**src/rtl/adc_packer.sv**
```systemverilog
// adc_packer
//   Gathers bytes from NCH per-channel byte FIFOs into one framed byte stream.
//   Frame layout: 0x55 0xAA dev_info dev_smpr, then NWORD bytes from each
//   enabled channel in ascending channel order, then an optional sum byte.
//
// Optional feature macro: ADC_PACKER_CHECKSUM_EN
//   defined   -> a SUM state appends the 8-bit sum of every frame byte after
//                0x55 0xAA
//   undefined -> DRAIN goes straight to DONE
//
// Parameters:
//   NCH    number of channel FIFOs (1..16)
//   NWORD  bytes read per enabled channel per frame (1..255)
//   TOUT   consecutive empty cycles tolerated before the frame is aborted
//
// Ports:
//   clk           rising-edge clock
//   rst           asynchronous active-low reset
//   fs_fifo       frame start request (level, held until fd_fifo seen)
//   fd_fifo       frame done, high in DONE until fs_fifo drops
//   chn_mask      channel enables, latched at frame start
//   dev_info      header byte 3, latched at frame start
//   dev_smpr      header byte 4, latched at frame start
//   fifoi_grxen   one-hot read strobe to the channel FIFOs
//   fifoi_grxd    channel i data on [8i+7:8i], valid one cycle after strobe
//   fifoi_gempty  per-channel empty flags
//   adc_rxen      output byte valid
//   adc_rxd       output byte (holds its value while adc_rxen is low)
//   err           sticky stall-timeout flag, cleared only by reset
module adc_packer #(
    parameter int NCH   = 8,
    parameter int NWORD = 32,
    parameter int TOUT  = 1024
) (
    input  logic             clk,
    input  logic             rst,
    input  logic             fs_fifo,
    output logic             fd_fifo,
    input  logic [NCH-1:0]   chn_mask,
    input  logic [7:0]       dev_info,
    input  logic [7:0]       dev_smpr,
    output logic [NCH-1:0]   fifoi_grxen,
    input  logic [8*NCH-1:0] fifoi_grxd,
    input  logic [NCH-1:0]   fifoi_gempty,
    output logic             adc_rxen,
    output logic [7:0]       adc_rxd,
    output logic             err
);
    localparam int CW = (NCH > 1) ? $clog2(NCH) : 1;
    localparam int SW = $clog2(TOUT + 1);

    typedef enum logic [2:0] {
        IDLE,
        HEAD,
        READ,
        DRAIN,
`ifdef ADC_PACKER_CHECKSUM_EN
        SUM,
`endif
        DONE
    } state_t;

    state_t         state_q;
    logic [NCH-1:0] mask_q;
    logic [7:0]     info_q;
    logic [7:0]     smpr_q;
    logic [1:0]     hcnt_q;
    logic [CW-1:0]  ch_q;
    logic [7:0]     wcnt_q;
    logic [SW-1:0]  stall_q;
    logic           pend_q;
    logic [CW-1:0]  pend_ch_q;
`ifdef ADC_PACKER_CHECKSUM_EN
    logic [7:0]     sum_q;
`endif

    // Lowest enabled channel at or above 'start'; MSB flags that one exists.
    function automatic logic [CW:0] first_from(input logic [NCH-1:0] m, input int start);
        logic [CW:0] r;
        r = '0;
        for (int i = NCH - 1; i >= 0; i--) begin
            if (i >= start && m[i]) r = {1'b1, CW'(i)};
        end
        return r;
    endfunction

    logic [CW:0] first_ch;
    logic [CW:0] next_ch;
    logic        last_word;
    logic        rd_strobe;
    logic [7:0]  rd_byte;

    assign first_ch  = first_from(mask_q, 0);
    assign next_ch   = first_from(mask_q, int'(ch_q) + 1);
    assign last_word = (wcnt_q == 8'(NWORD - 1));
    assign rd_byte   = fifoi_grxd[8*int'(pend_ch_q) +: 8];

    // The strobe must look at the empty flag of the same cycle, otherwise a
    // back-to-back read could hit a FIFO that its previous read just emptied,
    // so this is the one output decoded from state rather than registered.
    // NOTE: every signal written in always_comb gets a default first, so no
    // path can leave it unassigned and infer a latch.
    always_comb begin
        fifoi_grxen = '0;
        rd_strobe   = (state_q == READ) && !fifoi_gempty[ch_q];
        if (rd_strobe) fifoi_grxen[ch_q] = 1'b1;
    end

    // NOTE: all state below uses non-blocking assignments so every register
    // samples pre-edge values regardless of statement order.
    always_ff @(posedge clk or negedge rst) begin
        if (!rst) begin
            state_q   <= IDLE;
            mask_q    <= '0;
            info_q    <= '0;
            smpr_q    <= '0;
            hcnt_q    <= '0;
            ch_q      <= '0;
            wcnt_q    <= '0;
            stall_q   <= '0;
            pend_q    <= 1'b0;
            pend_ch_q <= '0;
`ifdef ADC_PACKER_CHECKSUM_EN
            sum_q     <= '0;
`endif
            adc_rxen  <= 1'b0;
            adc_rxd   <= 8'h00;
            fd_fifo   <= 1'b0;
            err       <= 1'b0;
        end else begin
            adc_rxen <= 1'b0;

            // Read pipeline: strobe in cycle t, FIFO data valid in t+1,
            // byte registered onto adc_rxd for cycle t+2.
            pend_q    <= rd_strobe;
            pend_ch_q <= ch_q;
            if (pend_q) begin
                adc_rxen <= 1'b1;
                adc_rxd  <= rd_byte;
`ifdef ADC_PACKER_CHECKSUM_EN
                sum_q    <= sum_q + rd_byte;
`endif
            end

            case (state_q)
                IDLE: begin
                    if (fs_fifo && !fd_fifo) begin
                        mask_q   <= chn_mask;
                        info_q   <= dev_info;
                        smpr_q   <= dev_smpr;
                        hcnt_q   <= 2'd1;
                        wcnt_q   <= '0;
                        stall_q  <= '0;
`ifdef ADC_PACKER_CHECKSUM_EN
                        sum_q    <= '0;
`endif
                        adc_rxen <= 1'b1;
                        adc_rxd  <= 8'h55;
                        state_q  <= HEAD;
                    end
                end

                HEAD: begin
                    adc_rxen <= 1'b1;
                    hcnt_q   <= hcnt_q + 2'd1;
                    case (hcnt_q)
                        2'd1: adc_rxd <= 8'hAA;
                        2'd2: begin
                            adc_rxd <= info_q;
`ifdef ADC_PACKER_CHECKSUM_EN
                            sum_q   <= sum_q + info_q;
`endif
                        end
                        default: begin
                            adc_rxd <= smpr_q;
`ifdef ADC_PACKER_CHECKSUM_EN
                            sum_q   <= sum_q + smpr_q;
`endif
                            if (first_ch[CW]) begin
                                ch_q    <= first_ch[CW-1:0];
                                state_q <= READ;
                            end else begin
`ifdef ADC_PACKER_CHECKSUM_EN
                                state_q <= SUM;
`else
                                state_q <= DONE;
                                fd_fifo <= 1'b1;
`endif
                            end
                        end
                    endcase
                end

                READ: begin
                    if (rd_strobe) begin
                        stall_q <= '0;
                        if (last_word) begin
                            wcnt_q <= '0;
                            if (next_ch[CW]) ch_q <= next_ch[CW-1:0];
                            else             state_q <= DRAIN;
                        end else begin
                            wcnt_q <= wcnt_q + 8'd1;
                        end
                    end else if (stall_q == SW'(TOUT - 1)) begin
                        // TOUT consecutive empty cycles: abandon the data phase.
                        err     <= 1'b1;
                        state_q <= DRAIN;
                    end else begin
                        stall_q <= stall_q + 1'b1;
                    end
                end

                // The pipeline is one read deep, so the last in-flight byte is
                // captured on the edge that leaves this state.
                DRAIN: begin
`ifdef ADC_PACKER_CHECKSUM_EN
                    state_q <= SUM;
`else
                    state_q <= DONE;
                    fd_fifo <= 1'b1;
`endif
                end

`ifdef ADC_PACKER_CHECKSUM_EN
                SUM: begin
                    adc_rxen <= 1'b1;
                    adc_rxd  <= sum_q;
                    state_q  <= DONE;
                    fd_fifo  <= 1'b1;
                end
`endif

                DONE: begin
                    if (!fs_fifo) begin
                        fd_fifo <= 1'b0;
                        state_q <= IDLE;
                    end
                end

                default: state_q <= IDLE;
            endcase
        end
    end

endmodule

```
**config.mk**
```make
export PLATFORM = sky130hd
export DESIGN_NAME = adc_packer
export DESIGN_NICKNAME = d
export VERILOG_FILES = /design/src/rtl/adc_packer.sv
export SDC_FILE = /design/constraint.sdc
export NUM_CORES = 1
export LEC_CHECK = 0
export ABC_AREA = 1
export BUFFER_PORTS_ARGS = -buffer_cell sky130_fd_sc_hd__buf_2
export CORE_AREA = 5 5 117 119
export DETAILED_ROUTE_END_ITERATION = 10
export DIE_AREA = 0 0 122 124
export HOLD_SLACK_MARGIN = 0.15
export PLACE_DENSITY_LB_ADDON = 0.25
export SETUP_SLACK_MARGIN = 0.5
export SLEW_MARGIN = 20
export SYNTH_ARGS = -nofsm -noshare
export SYNTH_HDL_FRONTEND = slang
export SYNTH_SLANG_ARGS = --single-unit
```
**constraint.sdc**
```tcl
create_clock -name clk -period 3.9 [get_ports clk]
set_input_delay 0.78 -clock clk [delete_from_list [all_inputs] [get_ports clk]]
set_output_delay 0.78 -clock clk [all_outputs]
set_load 0.01 [all_outputs]
```
==> Word level (Yosys, flattened, before mapping) <==
Cells that the tools add are included.
{ "totals": {"register_bits": 66} }
{ "op_classes": {"reduce_logical": 27, "muxes": 57, "n_shift": 1, "addsub": 4, "bitwise_logic": 1, "n_eq_ne": 20, "order_cmp": 10} }
{ "ops": {"columns": ["operator", "n"], "rows": [
  ["4-bit two-way mux", 16],
  ["64-bit by 7-bit indexed part select with 8-bit output", 1],
  ["8-bit two-way mux", 6],
  ["8-bit case mux with 2 select lines", 3],
  ["3-bit two-way mux", 13],
  ["11-bit two-way mux", 3],
  ["11-bit case mux with 2 select lines", 1],
  ["3-bit by 4-bit >= comparator with 1-bit output, first input constant", 4],
  ["2-bit inequality test, second input constant", 8],
  ["3-bit case mux with 5 select lines", 1],
  ["6-bit AND reduction", 2],
  ["11-bit by 1-bit adder with 11-bit output, second input constant", 1],
  ["11-bit by 10-bit == test with 1-bit output, second input constant", 1],
  ["1-bit logical AND", 11],
  ["3-bit inequality test, second input constant", 3],
  ["3-bit AND reduction", 3],
  ["8-bit by 1-bit adder with 8-bit output, second input constant", 1],
  ["8-bit by 5-bit == test with 1-bit output, second input constant", 1],
  ["1-bit by 4-bit >= comparator with 1-bit output, first input constant", 2],
  ["2-bit by 4-bit >= comparator with 1-bit output, first input constant", 2],
  ["1-bit two-way mux", 7],
  ["3-bit by 2-bit == test with 1-bit output, second input constant", 2],
  ["3-bit case mux with 2 select lines", 1],
  ["2-bit nonzero test", 3],
  ["other kinds (22)", 24]
]} }

==> Logic depth before layout (Yosys ltp) <==
Gate-level depths: netlist of the first run.
{ "logic_depth": {"depth_word": 15, "depth_mapped": 15, "ltp_nobuf": 14} }

==> Worst setup path before layout of the first run <==
No wires, ideal clock.
{ "synth_timing": {"path_kind": "input to output", "from": "input fifoi_gempty[7]", "to": "output fifoi_grxen[0]", "stages": 8, "path_slack_ns": 1.407, "arrival_time_ns": 1.713, "required_ns": 3.120, "cell_sequence": "nand2_1 -> nand2_1 -> nand2_1 -> nand2_1 -> nand2_2 -> nand3_1 -> buf_2 -> nor4_1"} }
{ "synth_between": {"elab_chain_len": 5} }
{ "synth_lines": {"columns": ["element", "line_no", "source"], "rows": [
  ["start, declared", "44", "input logic [NCH-1:0] fifoi_gempty,"],
  ["1-bit binary-select mux with 3-bit select", "105", "rd_strobe = (state_q == READ) && !fifoi_gempty[ch_q];"],
  ["1-bit two-way mux (not written as such)", "105", null],
  ["1-bit zero test", "105", null],
  ["1-bit logical AND", "105", null],
  ["8-bit two-way mux", "106", "if (rd_strobe) fifoi_grxen[ch_q] = 1'b1;"],
  ["end, declared", "42", "output logic [NCH-1:0] fifoi_grxen,"]
]} }
No other way between the ends. The select of a mux whose other input is x is not followed.

==> Worst setup path after layout of the first run <==
{ "layout_timing": {"from": "register ch_q[0]", "to": "output fifoi_grxen[3]"} }
{ "layout_between": {"elab_chain_len": 5, "word_cells_on_any_way": 10, "cone_classes": "2 x order compare; 5 x mux; 3 x reduce/logical"} }
{ "layout_lines": {"columns": ["element", "line_no", "source"], "rows": [
  ["start, declared", "68", "logic [CW-1:0] ch_q;"],
  ["start signal, assigned", "180", "ch_q <= first_ch[CW-1:0];"],
  ["start signal, assigned", "199", "if (next_ch[CW]) ch_q <= next_ch[CW-1:0];"],
  ["3-bit by 4-bit less-than comparator with 1-bit output (not written as such), or another cell as far along", "106", null],
  ["1-bit logical AND (not written as such) / 1-bit two-way mux (equally long branches)", "106, 105", null],
  ["1-bit two-way mux (not written as such) / 1-bit zero test (equally long branches)", "106, 105", null],
  ["1-bit demux with 3-bit select / 1-bit logical AND (equally long branches)", "106, 105", null],
  ["8-bit two-way mux *", "106", null]
]} }
Every way passes the cells marked *; elsewhere a longest branch is shown, timed or not. The select of a mux whose other input is x is not followed.

==> results of run 1 <==
registers in the layout, summed over array words and instances, names as in the netlist:
name,cells
adc_rxd,8
adc_rxen,1
ch_q,3
err,1
fd_fifo,1
hcnt_q,2
info_q,8
mask_q,8
pend_ch_q,3
pend_q,1
smpr_q,8
stall_q,11
state_q,3
wcnt_q,8
synth_stat cells, types with 2 or more instances:
cell / count
nand2_4: 4
nor4_1: 7
nor3_1: 6
o211ai_1: 4
nand3_1: 35
inv_1: 66
dfrtp_1: 66
o221ai_1: 12
clkbuf_1: 14
o22ai_1: 8
nor2_1: 53
nor2_2: 3
nand4_1: 16
o21ai_2: 4
nand2_2: 10
a31oi_1: 3
nand3b_1: 5
inv_2: 6
buf_2: 4
buf_4: 2
nand2_1: 158
o21ai_0: 57
ha_1: 8
o21ai_1: 5
xor2_1: 2
a21oi_1: 18
final cells by class:
type | count | share of cell area [%]
repair buffers | 122 | 11.8
clock inverters | 6 | 1.26
inverters | 75 | 5.53
multi-input cells | 430 | 41.5
clock buffers | 10 | 4.53
flip-flops and latches | 66 | 31.3
well taps | 172 | 4.08
metrics by stage:
stage / total power (W) / instances
5_1_grt: 0.00412 / 881
4_1_cts: 0.00378 / 881
3_5_place_dp: 0.00294 / 865
6_report: 0.00374 / 881
3_3_place_gp: 0.00290 / 865
2_1_floorplan: 0.00249 / 594
power by group:
group | switching (W) | total, W | internal (W) | leakage [nW]
clock | 0.000304 | 0.000816 | 0.000512 | 0.141
sequential | 0.000230 | 0.00116 | 0.000927 | 0.840
combinational | 0.00117 | 0.00177 | 0.000592 | 1.63
total | 0.00171 | 0.00374 | 0.00203 | 2.61
cells by family after synthesis:
kind of cell | count (synthesis)
simple gates | 303
compound gates | 116
buf+inv | 98
flops | 66
fa+ha+maj | 8
xor+xnor | 3
routing by layer:
| layer | global-route usage [%] | vias to the layer above |
|---|---|---|
| li1 | - | 2190 |
| met1 | 19.8 | 1972 |
| met2 | 29.8 | 133 |
| met3 | 3.27 | 8 |
| met4 | 4.90 | 0 |
| met5 | 0 | - |
critical path: stages, from the launching register on:
cell	delay [ns]
dfrtp_1	0.69
inv_8	0.08
nand2_2	0.07
nand2_1	0.04
nand2_1	0.05
nand2_1	0.07
nand2_2	0.08
nand3_1	0.34
nor4_1	0.29
buf_2	0.18
final timing paths:
path                                 from              to  slack, ns
min in group asynchronous             rst             err       0.59
worst max-delay path              ch_q[0]  fifoi_grxen[3]       0.88
worst max register to register    ch_q[0]         ch_q[1]       1.73
max in group asynchronous             rst       mask_q[6]       2.53
worst min register to register  smpr_q[1]       smpr_q[1]       0.47
worst min-delay path            smpr_q[1]       smpr_q[1]       0.47
==> results.toml, run 1 <==
[critical_path]
rr_worst_depth = 12
endpoint_kind = "output pin"
critPathMaxFanout = 14
worstSetupPathType = "reg2out"
cp.required_ns = 3.12
startpoint_type = "flip-flop"
cp.arrival_ns = 2.24

[drt]
dr_wl_met2_mm = 5.99
wl_per_cell_um = 13.8
num_vias = 4303
m1WireLength_mm = 5.19
route.antenna.remaining_nets = 0
wl_mm = 12.1
routed_via_density = 4.88
route.detailed.drc = 0
highest_layer = "met4"
drtIter0Drc = 269
firstDrtPassIters = 5
wl_met3_um = 834

[cells_and_area]
multi_input_area_um2 = 2190
final_core_util_pct = 42.3
area_delta_synth_final_pct = 24.0
seqCellArea_um2 = 1650
drive_gt1_share_pct = 24.5
final_common_cell = "nand2_1"
final_area_um2 = 5270
final_cell_mix = "nand2_1, buf_2, inv_1, dfrtp_1, o21ai_0"
nFillCells = 1309
fin_nets = 811
diodes = 0

[sta]
slew-limit-headroom_pct = 38.8
fin_skew_ns = 0.00805
rsz0062_at_grt = "false"
fmax_mhz = 331
whs_ns = 0.469
finalSetupTns_ns = 0
final_max_slew_viol_count = 0
fin_crit_ns = 3.02
setup_violations = 0
finalHoldViolations = 0
timing.final.ws_setup_ns = 0.880
post-route-period-util_pct = 77.4
tightest_slew_ns = 0.918

[synthesis]
syn_area_um2 = 4250
synthXorXnorAreaFrac_pct = 0.618
synth_edf_count = 0
synthAdderAreaFrac_pct = 2.35
avgSynthCellArea_um2 = 7.16
synth_cell_types = 44
synth_top_flop_cell = "dfrtp_1"
ys_ff_latch = 66
synth_compound_area_share_pct = 16.1
syn-instance-count = 594
synthMuxAreaShare_pct = 0
yosysTopAreaCell = "dfrtp_1"
synth.yosys.seq_area_share_pct = 38.8
yosys_warnings = 0
syn-num-nets = 701
synth.area.top_cells = "dfrtp_1, nand2_1, o21ai_0"
yosysTopAreaCellShare_pct = 38.8
synthSimpleGateAreaFrac_pct = 32.4
synth_top_family_by_area = "simple AND/OR/NAND/NOR gates"
synthArstFlopShare_pct = 100

[die]
core_area_um2 = 12500
die_area_um2 = 15100
die_w_um = 122
start_util_pct = 34.1
die_y_um = 124
std_cell_rows = 41
ioPinCount = 118

[place]
post-place-ws_ns = 1.13
dpl_cell_area_um2 = 4970
gp_congestion = 0.828
io_buffers = 117
dpl.hpwl_mm = 9.42

[grt]
grt_pass1_vias = 4265
track_usage_pct = 16.5
grt_pass1_wl_mm = 20.0
grt_max_degree = 38
grt-ovfl-total = 0
antenna_found_initial = 0

[hold_path]
hold_class = "reg2reg"
hold_path_depth = 2

[clock_network]
cts_buffer_depth = 2
cts_htree_levels = 3
post_cts_resized = 0
postCtsSetupBuffers = 0
ctsHoldBuffers = 0
clkLatencyLatePin_ns = 0.33
cts_made_buffers = 9
path_clk_slew_ns = 0.06
clock-sinks = 66
cts_tree = "done"
cts-root-buf = "clkbuf_16"

[status]
outcome = "complete, no violations"

[power]
p_per_area_nw_per_um2 = 709
p_leak_nw = 2.61
ir_drop_v = 0.000230

[job]
cap_violations = 0
No activity file was read; power rests on OpenSTA's default activity.
==> run 2: changes to the inputs <==
ABC_AREA = 0   (was 1)
CORE_AREA = 5 5 111 113   (was 5 5 117 119)
DIE_AREA = 0 0 116 118   (was 0 0 122 124)
clock period = 2.8 ns   (was 3.9 ns; I/O delays follow)
==> results.toml, run 2 <==
[critical_path]
path_cells = "mux2i_1, o22ai_2, or3_4, clkinv_4, nand2_4, nor2_1, buf_2"
max_stage_delay_ns = 0.45
crit_start = "ch_q[2]"
startpoint_type = "flip-flop"
reg2reg_from = "ch_q[0]"
critical_path.slowest_cell = "dfrtp_2"
critPathMaxFanout = 6
rr_worst_depth = 10
cp.arrival_ns = 1.96
endpoint_kind = "output pin"
cp.required_ns = 2.24
worstSetupPathType = "reg2out"
r2r_end = "ch_q[1]"
endpoint = "fifoi_grxen[1]"
ff2ff_setup_slack_ns = 0.47

[cells_and_area]
fin_nets = 617
drive_gt1_share_pct = 43.6
area_delta_synth_final_pct = 34.9
final_cell_mix = "buf_2, dfrtp_1, nor2_1"
top_register = "stall_q"
diodes = 0
largest_reg_flops = 11
stdcell_count = 657
nFillCells = 1046
final_common_cell = "buf_2"

[sta]
slew-limit-headroom_pct = 53.9
post-route-period-util_pct = 90.1
rsz0062_at_grt = "true"
whs_ns = 0.229
setup_violations = 0
final_max_slew_viol_count = 0
fmax_mhz = 396
fin_skew_ns = 0.0108
fin_crit_ns = 2.52
finalSetupTns_ns = 0
finalHoldViolations = 0
tightest_slew_ns = 0.692

[synthesis]
synth_edf_count = 0
syn_area_um2 = 3840
synthTopCellsByCount = "dfrtp_1, nor2_1, nand2_1"
yosys_warnings = 0
syn-instance-count = 372
ys_ff_latch = 66
yosysTopAreaCellShare_pct = 43.0
synth_cell_types = 49
synth.yosys.seq_area_share_pct = 43.0
synth.area.top_cells = "dfrtp_1, mux4_2, mux2_2"
synth_top_flop_cell = "dfrtp_1"
syn-num-nets = 479
synth.most_common_cell = "dfrtp_1"
synthArstFlopShare_pct = 100
yosysTopAreaCell = "dfrtp_1"
avgSynthCellArea_um2 = 10.3

[die]
start_util_pct = 34.2
die_area_um2 = 13700
die_y_um = 118
ioPinCount = 118
die_w_um = 116
std_cell_rows = 39
core_area_um2 = 11200

[job]
cap_violations = 0

[power]
p_leak_nw = 2.53
power_w = 0.00238
ir_drop_v = 0.000263
p_per_area_nw_per_um2 = 459

[grt]
grt_pass1_vias = 3503
grt_max_degree = 67
track_usage_pct = 15.4
grt_pass1_wl_mm = 17.0
grt-ovfl-total = 0
antenna_found_initial = 0

[drt]
route.antenna.remaining_nets = 0
route.detailed.drc = 0
wl_mm = 10.8
wl_per_cell_um = 16.4
num_vias = 3415
routed_via_density = 5.20
drtIter0Drc = 131
firstDrtPassIters = 4

[hold_path]
hold_class = "in2async"

[clock_network]
ctsHoldBuffers = 0
cts-root-buf = "clkbuf_16"
cts_buffer_depth = 2
clkLatencyLatePin_ns = 0.33
cts_htree_levels = 3
cts_tree = "done"
path_clk_slew_ns = 0.06
cts_made_buffers = 9
clock-sinks = 66

[place]
dpl.hpwl_mm = 8.00
dpl.cell_count = 623
io_buffers = 117
gp_congestion = 0.812

[status]
outcome = "complete, no violations"
-- run 2: cell types whose count changed in the layout (fill, tap and decap cells not counted), sizes merged, moves of 7 or more --
cell / before / now
a21oi: 18 / 26
nand2: 172 / 32
mux2: 0 / 26
mux2i: 0 / 15
o221ai: 12 / 2
nand3: 37 / 6
nand2b: 0 / 7
nor2: 57 / 35
mux4: 0 / 16
buf: 122 / 144
nand4: 16 / 4
o21ai: 66 / 32
inv: 74 / 13
-- run 2: final cells by class --
type | instances | area (µm²) | area share [%]
Multi-Input combinational cell | 275 | 2130 | 41.1
Sequential cell | 66 | 1660 | 32.0
Timing Repair Buffer | 145 | 820 | 15.8
Clock buffer | 9 | 225 | 4.35
Tap cell | 143 | 179 | 3.45
Clock inverter | 6 | 115 | 2.22
Inverter | 13 | 53.8 | 1.04
-- run 2: cells by family after synthesis --
| group | after synthesis | synth area share (%) |
|---|---|---|
| adder cells (fa/ha/maj) | 8 | 2.61 |
| multiplexers | 57 | 21.1 |
| AO/OA/AOI/OAI | 94 | 15.1 |
| flip-flops | 66 | 43.0 |
| AND/OR/NAND/NOR | 113 | 13.9 |
| buffers and inverters | 31 | 3.52 |
| XOR/XNOR | 3 | 0.684 |
-- run 2: metrics by stage --
| step | instance area, µm² | utilization (%) | worst slack, ns |
|---|---|---|---|
| floorplan | 3840 | - | 0.608 |
| global placement | 4600 | 41.0 | 0.334 |
| detailed placement | 4600 | 41.0 | 0.241 |
| CTS | 5070 | 45.2 | 0.274 |
| global route | 5180 | 46.1 | 0.183 |
| finish | 5180 | 46.1 | 0.277 |
-- run 2: routing by layer --
layer / GRT usage (%) / share of wire, % / wire length, µm / vias up
met5: 0 / 0 / 0 / -
met4: 3.92 / 1.4 / 147 / 0
met3: 4.47 / 8.5 / 914 / 8
met2: 26.7 / 49 / 5230 / 107
met1: 18.5 / 42 / 4490 / 1646
li1: - / - / - / 1654
-- run 2: where the power goes --
group          internal (W)  switching [W]  total [W]
logic             0.0000747      0.0000521   0.000127
clock network      0.000869       0.000425    0.00129
registers          0.000957     0.00000152   0.000958
total               0.00190       0.000479    0.00238
-- run 2: what timing repair did --
action	4_1_cts	5_1_grt
setup buffers	10	9
pin swaps	6	6
hold endpoints to repair	0	0
gates resized for setup	17	9
endpoints found under the setup margin	20	17
-- run 2: worst min-delay path by stage --
stage	slack, ns	cells past startpoint	endpoint	from
after floorplan	0.26	0	adc_rxd[0]	rst
after global placement	0.47	1	wcnt_q[7]	wcnt_q[7]
after detailed placement	0.47	1	wcnt_q[7]	wcnt_q[7]
after CTS	0.27	2	mask_q[4]	rst
after global routing	0.28	2	mask_q[0]	rst
final	0.23	2	mask_q[0]	rst
-- run 2: worst max-delay path: cells and delay by family (launching register included) --
kind                   cells  cell delay (ns)
flip-flops                 1             0.45
multiplexers               1             0.27
AND/OR/NAND/NOR            3             0.54
buffers and inverters      2             0.23
AO/OA/AOI/OAI              1             0.14
==> run 3: changes to the inputs <==
CORE_AREA = 5 5 99 101   (was 5 5 111 113)
DIE_AREA = 0 0 104 106   (was 0 0 116 118)
==> results.toml, run 3 (synthesis gave the netlist of run 2 again) <==
[status]
outcome = "complete, no violations"

[die]
ioPinCount = 118
core_area_um2 = 8930
die_area_um2 = 11000
std_cell_rows = 35
die_w_um = 104
start_util_pct = 43.0
die_y_um = 106

[cells_and_area]
nFillCells = 801
final_common_cell = "buf_2"
diodes = 0
final_cell_mix = "buf_2, dfrtp_1, o21ai_0, nand2_1, nor2_1"
top_register = "stall_q"
multi_input_area_um2 = 2130
area_delta_synth_final_pct = 28.1
largest_reg_flops = 11
seqCellArea_um2 = 1660
drive_gt1_share_pct = 42.8
fin_nets = 609

[critical_path]
rr_worst_depth = 8
endpoint_kind = "output pin"
cp.arrival_ns = 1.90
critPathMaxFanout = 5
worstSetupPathType = "reg2out"
startpoint_type = "flip-flop"
cp.required_ns = 2.24

[sta]
slew-limit-headroom_pct = 56.3
finalHoldViolations = 0
fmax_mhz = 406
fin_crit_ns = 2.46
whs_ns = 0.175
finalSetupTns_ns = 0
rsz0062_at_grt = "true"
final_max_slew_viol_count = 0
tightest_slew_ns = 0.655
post-route-period-util_pct = 87.9
timing.final.ws_setup_ns = 0.338
fin_skew_ns = 0.00573
setup_violations = 0

[place]
dpl.hpwl_mm = 7.90
gp_congestion = 0.886
post-place-ws_ns = 0.262
io_buffers = 117

[grt]
antenna_found_initial = 0
grt-ovfl-total = 0
grt_max_degree = 30
track_usage_pct = 18.4
grt_pass1_wl_mm = 16.6
grt_pass1_vias = 3364

[power]
p_per_area_nw_per_um2 = 384
ir_drop_v = 0.000231
power_w = 0.00189
p_leak_nw = 2.41

[drt]
drtIter0Drc = 185
wl_mm = 10.1
wl_per_cell_um = 16.4
num_vias = 3445
route.detailed.drc = 0
route.antenna.remaining_nets = 0
routed_via_density = 5.57
firstDrtPassIters = 5

[job]
cap_violations = 0

[clock_network]
cts-root-buf = "clkbuf_8"
clkLatencyLatePin_ns = 0.34
path_clk_slew_ns = 0.07
cts_tree = "done"
cts_buffer_depth = 2
cts_made_buffers = 9
clock-sinks = 66
cts_htree_levels = 3

[hold_path]
hold_class = "in2async"
## run 3: cell count changes in the layout (fill, tap and decap cells not counted), moves of 2 or more
cell	before	now
nor2_2	3	5
nand2_2	2	0
bufinv_16	3	1
nor2_1	31	29
buf_6	3	1
clkbuf_8	0	10
buf_4	24	20
clkbuf_16	9	0
clkinv_2	0	2
## run 3: timing repair
item                                    4_1_cts  5_1_grt
buffers inserted                              6        5
hold buffers                                  0        0
gates resized for setup                      14       11
endpoints found under the setup margin       21       22
pin swaps                                     6        9
## run 3: per-stage QoR
step / util, % / instances / area, µm²
CTS: 54.2 / 613 / 4840
detailed placement: 50.9 / 591 / 4550
finish: 55.1 / 618 / 4920
floorplan: - / 372 / 3840
global placement: 50.9 / 591 / 4550
global route: 55.1 / 618 / 4920
## run 3: worst paths after layout
check                           start              to  slack, ns
setup reg to reg              ch_q[1]         ch_q[1]       0.40
setup / recovery           state_q[0]  fifoi_grxen[5]       0.34
max in group asynchronous         rst         ch_q[0]       1.90
hold / removal                    rst       mask_q[6]       0.18
min in group clk              ch_q[1]    pend_ch_q[1]       0.44
hold reg to reg               ch_q[1]    pend_ch_q[1]       0.44
## run 3: per-layer routing
metal | track usage, % | share of wire (%) | wire [µm] | vias to the layer above
li1 | - | - | - | 1632
met4 | 6.75 | 1.7 | 171 | 0
met5 | 0 | 0 | 0 | -
met3 | 4.74 | 7.6 | 775 | 13
met1 | 22.4 | 41 | 4170 | 1654
met2 | 31.4 | 50 | 5030 | 146
## run 3: worst max-delay path: stages (launching register included)
cell,delay [ns]
dfrtp_1,0.43
nor2_2,0.17
nand2_1,0.15
or3_4,0.45
clkinv_4,0.08
nand2_4,0.05
nor2_1,0.09
buf_2,0.14
## run 3: report_power, final
| group | internal (W) | total, W | leakage (nW) | switching (W) |
|---|---|---|---|---|
| Clock | 0.000437 | 0.000806 | 0.103 | 0.000369 |
| Sequential | 0.000955 | 0.000957 | 0.866 | 0.00000142 |
| Combinational | 0.0000739 | 0.000125 | 1.44 | 0.0000513 |
## run 3: layout make-up
type | instances | area share [%]
Sequential cell | 66 | 33.7
Tap cell | 111 | 2.82
Clock inverter | 6 | 1.32
Timing Repair Buffer | 137 | 15.1
Inverter | 13 | 1.09
Multi-Input combinational cell | 275 | 43.2
Clock buffer | 10 | 2.80
